<file path="src/rtl/hall_commutator.sv">
// Hall-sensor front end: synchronizes the hall pins, captures rotor position on PWM_synch,
// decodes it into coil selects and drive duty, measures hall period and flags invalid halls.

module hall_sync (
   input  logic clk,
   input  logic rst,
   input  logic pin,
   output logic stable
);
   logic meta;

   always_ff @(posedge clk) begin
      if (rst) begin
         meta   <= 1'b0;
         stable <= 1'b0;
      end else begin
         meta   <= pin;
         stable <= meta;
      end
   end
endmodule

module hall_commutator #(
   parameter int PER_W   = 16,
   parameter int FLT_CNT = 4
) (
   input  logic             clk,
   input  logic             rst,
   input  logic             hallGrn,
   input  logic             hallYlw,
   input  logic             hallBlu,
   input  logic             PWM_synch,
   input  logic             en,
   input  logic             brake_n,
   input  logic [11:0]      drv_mag,
   output logic [1:0]       selGrn,
   output logic [1:0]       selYlw,
   output logic [1:0]       selBlu,
   output logic [10:0]      duty,
   output logic [PER_W-1:0] hall_period,
   output logic             hall_vld,
   output logic             hall_fault
);
   localparam logic [PER_W-1:0] PER_MAX  = '1;
   localparam logic [3:0]       FLT_LAST = 4'(FLT_CNT - 1);

   logic [2:0]       pins;
   logic [2:0]       hall;
   logic [2:0]       rot_state;
   logic [PER_W-1:0] cnt;
   logic [PER_W-1:0] per_nxt;
   logic             armed;
   logic [3:0]       flt_cnt;
   logic             change_cap;
   logic             invalid_cap;
   logic [2:0][1:0]  sel_tbl;
   logic [2:0][1:0]  sel_nxt;
   logic [10:0]      duty_nxt;

   assign pins = {hallGrn, hallYlw, hallBlu};

   generate
      for (genvar i = 0; i < 3; i++) begin : g_sync
         hall_sync u_sync (
            .clk    (clk),
            .rst    (rst),
            .pin    (pins[i]),
            .stable (hall[i])
         );
      end
   endgenerate

   function automatic logic valid_pos(input logic [2:0] p);
      return (p != 3'b000) && (p != 3'b111);
   endfunction

   // A rotation step needs both ends valid; glitches through 000/111 never count.
   assign change_cap  = PWM_synch && valid_pos(hall) && valid_pos(rot_state) && (hall != rot_state);
   assign invalid_cap = PWM_synch && !valid_pos(hall);
   assign per_nxt     = (cnt == PER_MAX) ? PER_MAX : cnt + 1'b1;

   always_comb begin
      sel_tbl = '0;
      case (rot_state)
         3'b101: sel_tbl = {2'b10, 2'b01, 2'b00};
         3'b100: sel_tbl = {2'b10, 2'b00, 2'b01};
         3'b110: sel_tbl = {2'b00, 2'b10, 2'b01};
         3'b010: sel_tbl = {2'b01, 2'b10, 2'b00};
         3'b011: sel_tbl = {2'b01, 2'b00, 2'b10};
         3'b001: sel_tbl = {2'b00, 2'b01, 2'b10};
         default: sel_tbl = '0;
      endcase
   end

   always_comb begin
      sel_nxt  = '0;
      duty_nxt = '0;
      if (!en || hall_fault) begin
         sel_nxt  = '0;
         duty_nxt = '0;
      end else if (!brake_n) begin
         sel_nxt  = {2'b11, 2'b11, 2'b11};
         duty_nxt = 11'h600;
      end else begin
         sel_nxt  = sel_tbl;
         // Upper ten magnitude bits on a half-scale offset; the sum tops out at 11'h7FF.
         duty_nxt = 11'h400 + 11'(drv_mag >> 2);
      end
   end

   always_ff @(posedge clk) begin
      if (rst) begin
         rot_state   <= 3'b000;
         selGrn      <= 2'b00;
         selYlw      <= 2'b00;
         selBlu      <= 2'b00;
         duty        <= '0;
         hall_period <= '0;
         hall_vld    <= 1'b0;
         hall_fault  <= 1'b0;
         cnt         <= '0;
         flt_cnt     <= '0;
         armed       <= 1'b0;
      end else begin
         {selGrn, selYlw, selBlu} <= sel_nxt;
         duty     <= duty_nxt;
         hall_vld <= change_cap && armed;

         if (PWM_synch)
            rot_state <= hall;

         if (change_cap) begin
            cnt   <= '0;
            armed <= 1'b1;
            if (armed)
               hall_period <= per_nxt;
         end else if (cnt != PER_MAX) begin
            cnt <= cnt + 1'b1;
         end

         if (invalid_cap) begin
            if (flt_cnt != 4'hF)
               flt_cnt <= flt_cnt + 1'b1;
            if (flt_cnt == FLT_LAST)
               hall_fault <= 1'b1;
         end else if (PWM_synch) begin
            flt_cnt <= '0;
         end
      end
   end
endmodule
</file>
<file path="config.mk">
export PLATFORM = sky130hd
export DESIGN_NAME = hall_commutator
export DESIGN_NICKNAME = d
export VERILOG_FILES = /design/src/rtl/hall_commutator.sv
export SDC_FILE = /design/constraint.sdc
export NUM_CORES = 1
export LEC_CHECK = 0
export ABC_AREA = 1
export CELL_PAD_IN_SITES_DETAIL_PLACEMENT = 0
export CELL_PAD_IN_SITES_GLOBAL_PLACEMENT = 2
export CORE_MARGIN = 8
export CORE_UTILIZATION = 31
export CTS_CLUSTER_DIAMETER = 40
export DETAILED_ROUTE_END_ITERATION = 8
export DONT_BUFFER_PORTS = 1
export MAX_ROUTING_LAYER = met4
export PLACE_DENSITY = 0.7
export RECOVER_POWER = 25
export SYNTH_ARGS = -nofsm -noshare
export SYNTH_HDL_FRONTEND = slang
export SYNTH_SLANG_ARGS = --single-unit
</file>
<file path="constraint.sdc">
create_clock -name clk -period 1.45 [get_ports clk]
set_input_delay 0.0725 -clock clk [delete_from_list [all_inputs] [get_ports clk]]
set_output_delay 0.0725 -clock clk [all_outputs]
set_load 0.005 [all_outputs]
</file>
==> Word level (Yosys, flattened, before mapping) <==
Cells that the tools add are included.
{ "word_totals": {"regBits": 65, "latch_bits": 0, "ramBits": 0, "romBits": 0, "input_bits": 20, "out_inout_bits": 35, "wordCells": 62, "n_memories": 0} }
{ "op_classes": {"n_addsub": 3, "multipliers": 0, "div": 0, "magnitude_cmp": 0, "n_eq_ne": 14, "shift": 0, "mux": 7, "bitwise_logic": 1, "n_reduce_logical": 19} }
{ "ops": {"columns": ["cell", "n"], "rows": [
  ["$pmux W6 S6", 1],
  ["$add A16 B1 Y16 const B", 1],
  ["$eq A16 B16 Y1 const B", 1],
  ["$mux W16", 1],
  ["$ne A16 B16 Y1 const B", 1],
  ["$mux W4", 3],
  ["$add A11 B10 Y11 const A", 1],
  ["$mux W11", 1],
  ["$eq A3 B3 Y1 const B", 3],
  ["$logic_and A1 B1 Y1", 7],
  ["$eq A3 B2 Y1 const B", 2],
  ["$mux W6", 1],
  ["$ne A3 B3 Y1 const B", 2],
  ["$reduce_and A2 Y1", 3],
  ["$reduce_bool A3 Y1", 2],
  ["$add A4 B1 Y4 const B", 1],
  ["$eq A4 B2 Y1 const B", 1],
  ["$ne A4 B4 Y1 const B", 1],
  ["$reduce_or A2 Y1", 2],
  ["$eq A3 B1 Y1 const B", 1],
  ["$ne A3 B3 Y1", 1],
  ["$reduce_or A3 Y1", 1],
  ["$logic_not A1 Y1", 2],
  ["$ne A2 B1 Y1 const B", 1],
  ["3 further kinds", 3]
]} }

==> Longest topological paths before layout <==
{ "depth": {"depth_word": 6, "depth_mapped": 9, "mapped_depth_nobuf": 8} }

==> Cells and area by module <==
A second synthesis with hierarchy kept.
{ "hier_totals": {"cells_unflattened": 376, "area_unflattened_um2": 2793.9} }
{ "by_module_without_submodules": {"columns": ["module", "n_inst", "cells_per_inst", "area_each_um2", "seq_area_each_um2"], "rows": [
  ["hall_commutator", 1, 358, 2628.8, 1181.1],
  ["hall_sync", 3, 6, 55.1, 40.0]
]} }

==> Worst setup path before layout <==
Ideal clock, no wire load.
{ "synth_timing": {"kind": "register to register", "start": "register cnt[0]", "end": "register hall_period[12]", "setup_time_ns": 0.113, "arrival_time_ns": 1.295, "t_required_ns": 1.337, "path_slack_ns": 0.042, "path_stages_with_launch": 9, "path_buffers": 0, "synth_period_minus_slack_ns": 1.408, "cell_sequence": "dfxtp_1 ha_1 nand3_2 nor2_2 nand2_1 o21ai_1 nand2_1 nor2_1 nor2_1"} }
{ "synth_via": {"elab_chain_len": 2, "word_cells_on_any_way": 3, "cone_classes": "add/sub (1); eq/ne (1); mux (1)"} }
{ "synth_rtl": {"columns": ["item", "line", "rtl"], "rows": [
  ["start, declared", "50", "logic [PER_W-1:0] cnt;"],
  ["start signal, assigned", "138", "cnt <= cnt + 1'b1;"],
  ["$add A16 B1 Y16 or $eq A16 B16 Y1 (tied branches)", "80", "assign per_nxt = (cnt == PER_MAX) ? PER_MAX : cnt + 1'b1;"],
  ["$mux W16 (*)", "80", null],
  ["end signal, assigned", "136", "hall_period <= per_nxt;"],
  ["end, declared", "40", "output logic [PER_W-1:0] hall_period,"]
]} }
Every way passes the cells marked *; elsewhere a longest branch is shown, timed or not.
A chain may end at the register's enable or synchronous reset.

==> Worst setup path after layout <==
{ "layout_timing": {"start": "register cnt[1]", "end": "register cnt[1]"} }
{ "layout_via": {"elab_chain_len": 1, "word_cells_on_any_way": 2, "cone_classes": "add/sub (1); eq/ne (1)"} }
{ "layout_rtl": {"columns": ["item", "line"], "rows": [
  ["$add A16 B1 Y16 or $ne A16 B16 Y1 (tied branches)", "138, 137"]
]} }
Parallel ways exist; a longest one is shown, timed or not.

==> out/results.tsv <==
metric	value	unit
worst setup path class	reg -> reg	
Fmax	0.7488	GHz
post-DP HPWL	4.866	mm
FF/Latch Area	1318	um^2
CP required	1.72	ns
Top Layer Used	met4	
Final Hold Vio Count	0	
clock latency on the worst-skew pair	0.35	ns
crit-path max cell delay	0.36	ns
CP arrival	1.60	ns
die footprint	12230	um^2
Setup Buffers After CTS	0	
Yosys reg bits	65	
initial core utilization	31.95	%
Pint	2.757	mW
DRT Pass-1 Iters	4	
Crit Path Max Fanout	4	
sw frac	25.70	%
Synthesized Nets	403	
Crit path max-delay family	simple AND/OR/NAND/NOR gates	
number of synthesis warnings	0	
maxcap violations	0	
Sequential Power Share	50.5	%
clk sink count	65	
CP bufs+invs	1	
GRT Residual Overflow	0	
CP max-delay cell	dfxtp_2	
VDD IR max	0.0006566	V
final setup violation count	0	
Final TNS setup	0	ns
clk buf depth	2	
Avg Inst Size Synth	7.277	um^2
Vert. Die Dim	110.6	um
layout cells sized above 1	20.70	%
initial antenna violation count	0	
most frequent CP cell	nand3_4	
cell count after synthesis	381	
Synth Area in XOR/XNOR	2.843	%
number of global-route vias before repair	2298	
leak pwr	1.668	nW
Ant. Diodes	0	
Hold Path Class	in -> reg	
post-synthesis adder-cell area fraction	0.9025	%
number of library cell types mapped by synthesis	27	
htree depth	3	
CTS root buf	clkbuf_8	
post-route ant nets	0	
WL/cell	12.65	um
Slew @ Worst Pin	0.3798	ns
largest net degree at the start of global routing	34	
DR vias/cell	4.428	
Iter 0 DRT Violations	59	
final worst path period need	1.335	ns
Tot GR Track Use	11.60	%
largest family of logic cells by synthesized area	simple AND/OR/NAND/NOR gates	
final net count	447	
clk_skew	0.01253	ns
Synth Area in Simple Gates	31.36	%
ordered list of cells on the worst path	ha_4 > nand3_4 > nor2_4 > nand3_4 > buf_4 > nand2_1 > nor3b_2	
mux contribution to synthesized area	0	%
total I/O pin count	55	
type of destination of the critical path	flip-flop	
first-pass GRT wire length	11.29	mm
pre-CTS WS	-0.03287	ns
combinational cell fraction of total power	6.5	%
clk slew on worst S/H paths	0.08	ns
clock network fraction of design power	43.0	%
Met3 Wirelength	240	um
core area	8678	um^2
Psw	0.9540	mW
status	finished, final reports clean	
Fill cells	941	
sequential area share after synthesis	46.93	%
# rows	34	
cell area power density	1048	nW/um^2
DRC	0	
Synth Area in Compound Gates	6.814	%
GP Congestion	0.7672	
Die X	110.6	um
Routed WL	6.808	mm
startpoint types	flip-flop	
Synth-to-Final Area Change	27.75	%
IO buf count	0	
vias	2382	
WL met2	3.448	mm
Worst slew margin	74.45	%
Inserted Clock Buffers	9	
Final Max Tran Viols	0	
Multi-input gate area	1260	um^2
final worst setup slack	0.1146	ns
CTS tree	yes	
crit share post-route	92.10	%
synthesized area	2773	um^2
M1 WL	2.977	mm
-- metrics by stage --
step	instances	hold slack (ns)	area [um^2]	utilization [%]	power, mW
floorplan	381	0.1416	2773	-	2.045
global placement	503	0.1447	3033	34.95	2.097
detailed placement	503	0.1458	3033	34.95	2.098
CTS	538	0.03306	3441	39.65	3.782
global route	538	0.05686	3542	40.82	3.900
finish	538	0.04162	3542	40.82	3.712
-- what timing repair did --
item	in CTS	in global routing
hold buffers	19	0
setup endpoints to repair	13	42
endpoints found under the hold margin	35	0
pin swaps	0	2
resized for setup	4	34
-- worst reg2reg max path: stages, from the launching register on --
cell and delay (ns):
dfxtp_2 0.36, ha_4 0.16, nand3_4 0.12, nor2_4 0.16
nand3_4 0.09, buf_4 0.15, nand2_1 0.07, nor3b_2 0.15
-- synth_stat cells --
cell type | instances | share of area, %
a21boi_0 | 1 | 0.27
a21oi_1 | 24 | 4.3
a31oi_1 | 5 | 1.1
buf_2 | 1 | 0.18
buf_4 | 4 | 1.1
buf_6 | 4 | 1.6
clkbuf_1 | 2 | 0.27
dfxtp_1 | 65 | 47
ha_1 | 2 | 0.90
inv_1 | 56 | 7.6
inv_2 | 3 | 0.41
nand2_1 | 90 | 12
nand2_2 | 3 | 0.68
nand3_1 | 23 | 4.2
nand3_2 | 5 | 1.8
nand3_4 | 1 | 0.63
nand4_1 | 4 | 0.90
nor2_1 | 65 | 8.8
nor2_2 | 2 | 0.45
nor2_4 | 2 | 0.81
nor3_1 | 1 | 0.18
nor3b_1 | 2 | 0.54
o21ai_0 | 4 | 0.72
o21ai_1 | 2 | 0.36
or2_2 | 1 | 0.23
xnor2_1 | 3 | 0.95
xor2_1 | 6 | 1.9
-- flip-flops by register name (all words and copies together), names as in the netlist --
register and count:
g_sync.u_sync.stable 3, selYlw 2, hall_fault 1, g_sync.u_sync.meta 3, cnt 16, selGrn 2, flt_cnt 4, duty 11
armed 1, selBlu 2, hall_vld 1, hall_period 16, rot_state 3
-- final timing paths --
path | from | to | slack, ns | cells after the start
worst max-delay path | cnt[1]$_SDFFE_PP0N_ | cnt[1]$_SDFFE_PP0N_ | 0.11 | 7
worst min-delay path | brake_n | duty[7]$_SDFF_PP0_ | 0.04 | 2
worst max register to register | cnt[1]$_SDFFE_PP0N_ | cnt[1]$_SDFFE_PP0N_ | 0.11 | 7
worst min register to register | g_sync[2].u_sync.meta$_SDFF_PP0_ | g_sync[2].u_sync.stable$_SDFF_PP0_ | 0.40 | 2
-- cells in the final DEF (no fill, tap or decap), drive strengths merged --
cell type,n
dlygate4sd3,18
a21boi,1
inv,62
a31oi,5
clkbuf,9
nand3,29
nand4,4
bufinv,1
a21oi,24
or2,1
ha,2
buf,25
clkinv,3
o21ai,6
nor2,69
xor2,6
nor3b,2
nand2,93
nor3,1
xnor2,3
dlymetal6s4s,1
dfxtp,65
-- power groups by stage --
stage                     Clock (mW)  Combinational, mW  Sequential [mW]
final                           1.59              0.241             1.88
after global routing            1.75              0.272             1.88
after floorplan                    0              0.143             1.90
after detailed placement           0              0.188             1.91
after CTS                       1.67              0.239             1.87
after global placement             0              0.187             1.91
-- logic make-up (layout without fill, tap and decap cells) --
family | after synthesis | after routing
adder cells (fa/ha/maj) | 2 | 2
AND/OR/NAND/NOR | 199 | 199
XOR/XNOR | 9 | 9
buffers and inverters | 70 | 119
AO/OA/AOI/OAI | 36 | 36
flip-flops | 65 | 65
-- routing by layer --
| metal | global-route usage (%) | up-vias |
|---|---|---|
| met5 | - | - |
| met4 | 5.676 | 0 |
| met3 | 2.976 | 12 |
| met2 | 19.71 | 31 |
| met1 | 12.27 | 1072 |
| li1 | - | 1267 |
-- area by class of cell --
| type | count | share of cell area (%) |
|---|---|---|
| clock buffers | 9 | 3.497 |
| clock inverters | 7 | 2.119 |
| flip-flops and latches | 65 | 37.20 |
| multi-input cells | 246 | 35.57 |
| inverters | 59 | 6.252 |
| repair buffers | 44 | 11.55 |
| well taps | 108 | 3.815 |
Power figures use the tool's default switching activity.
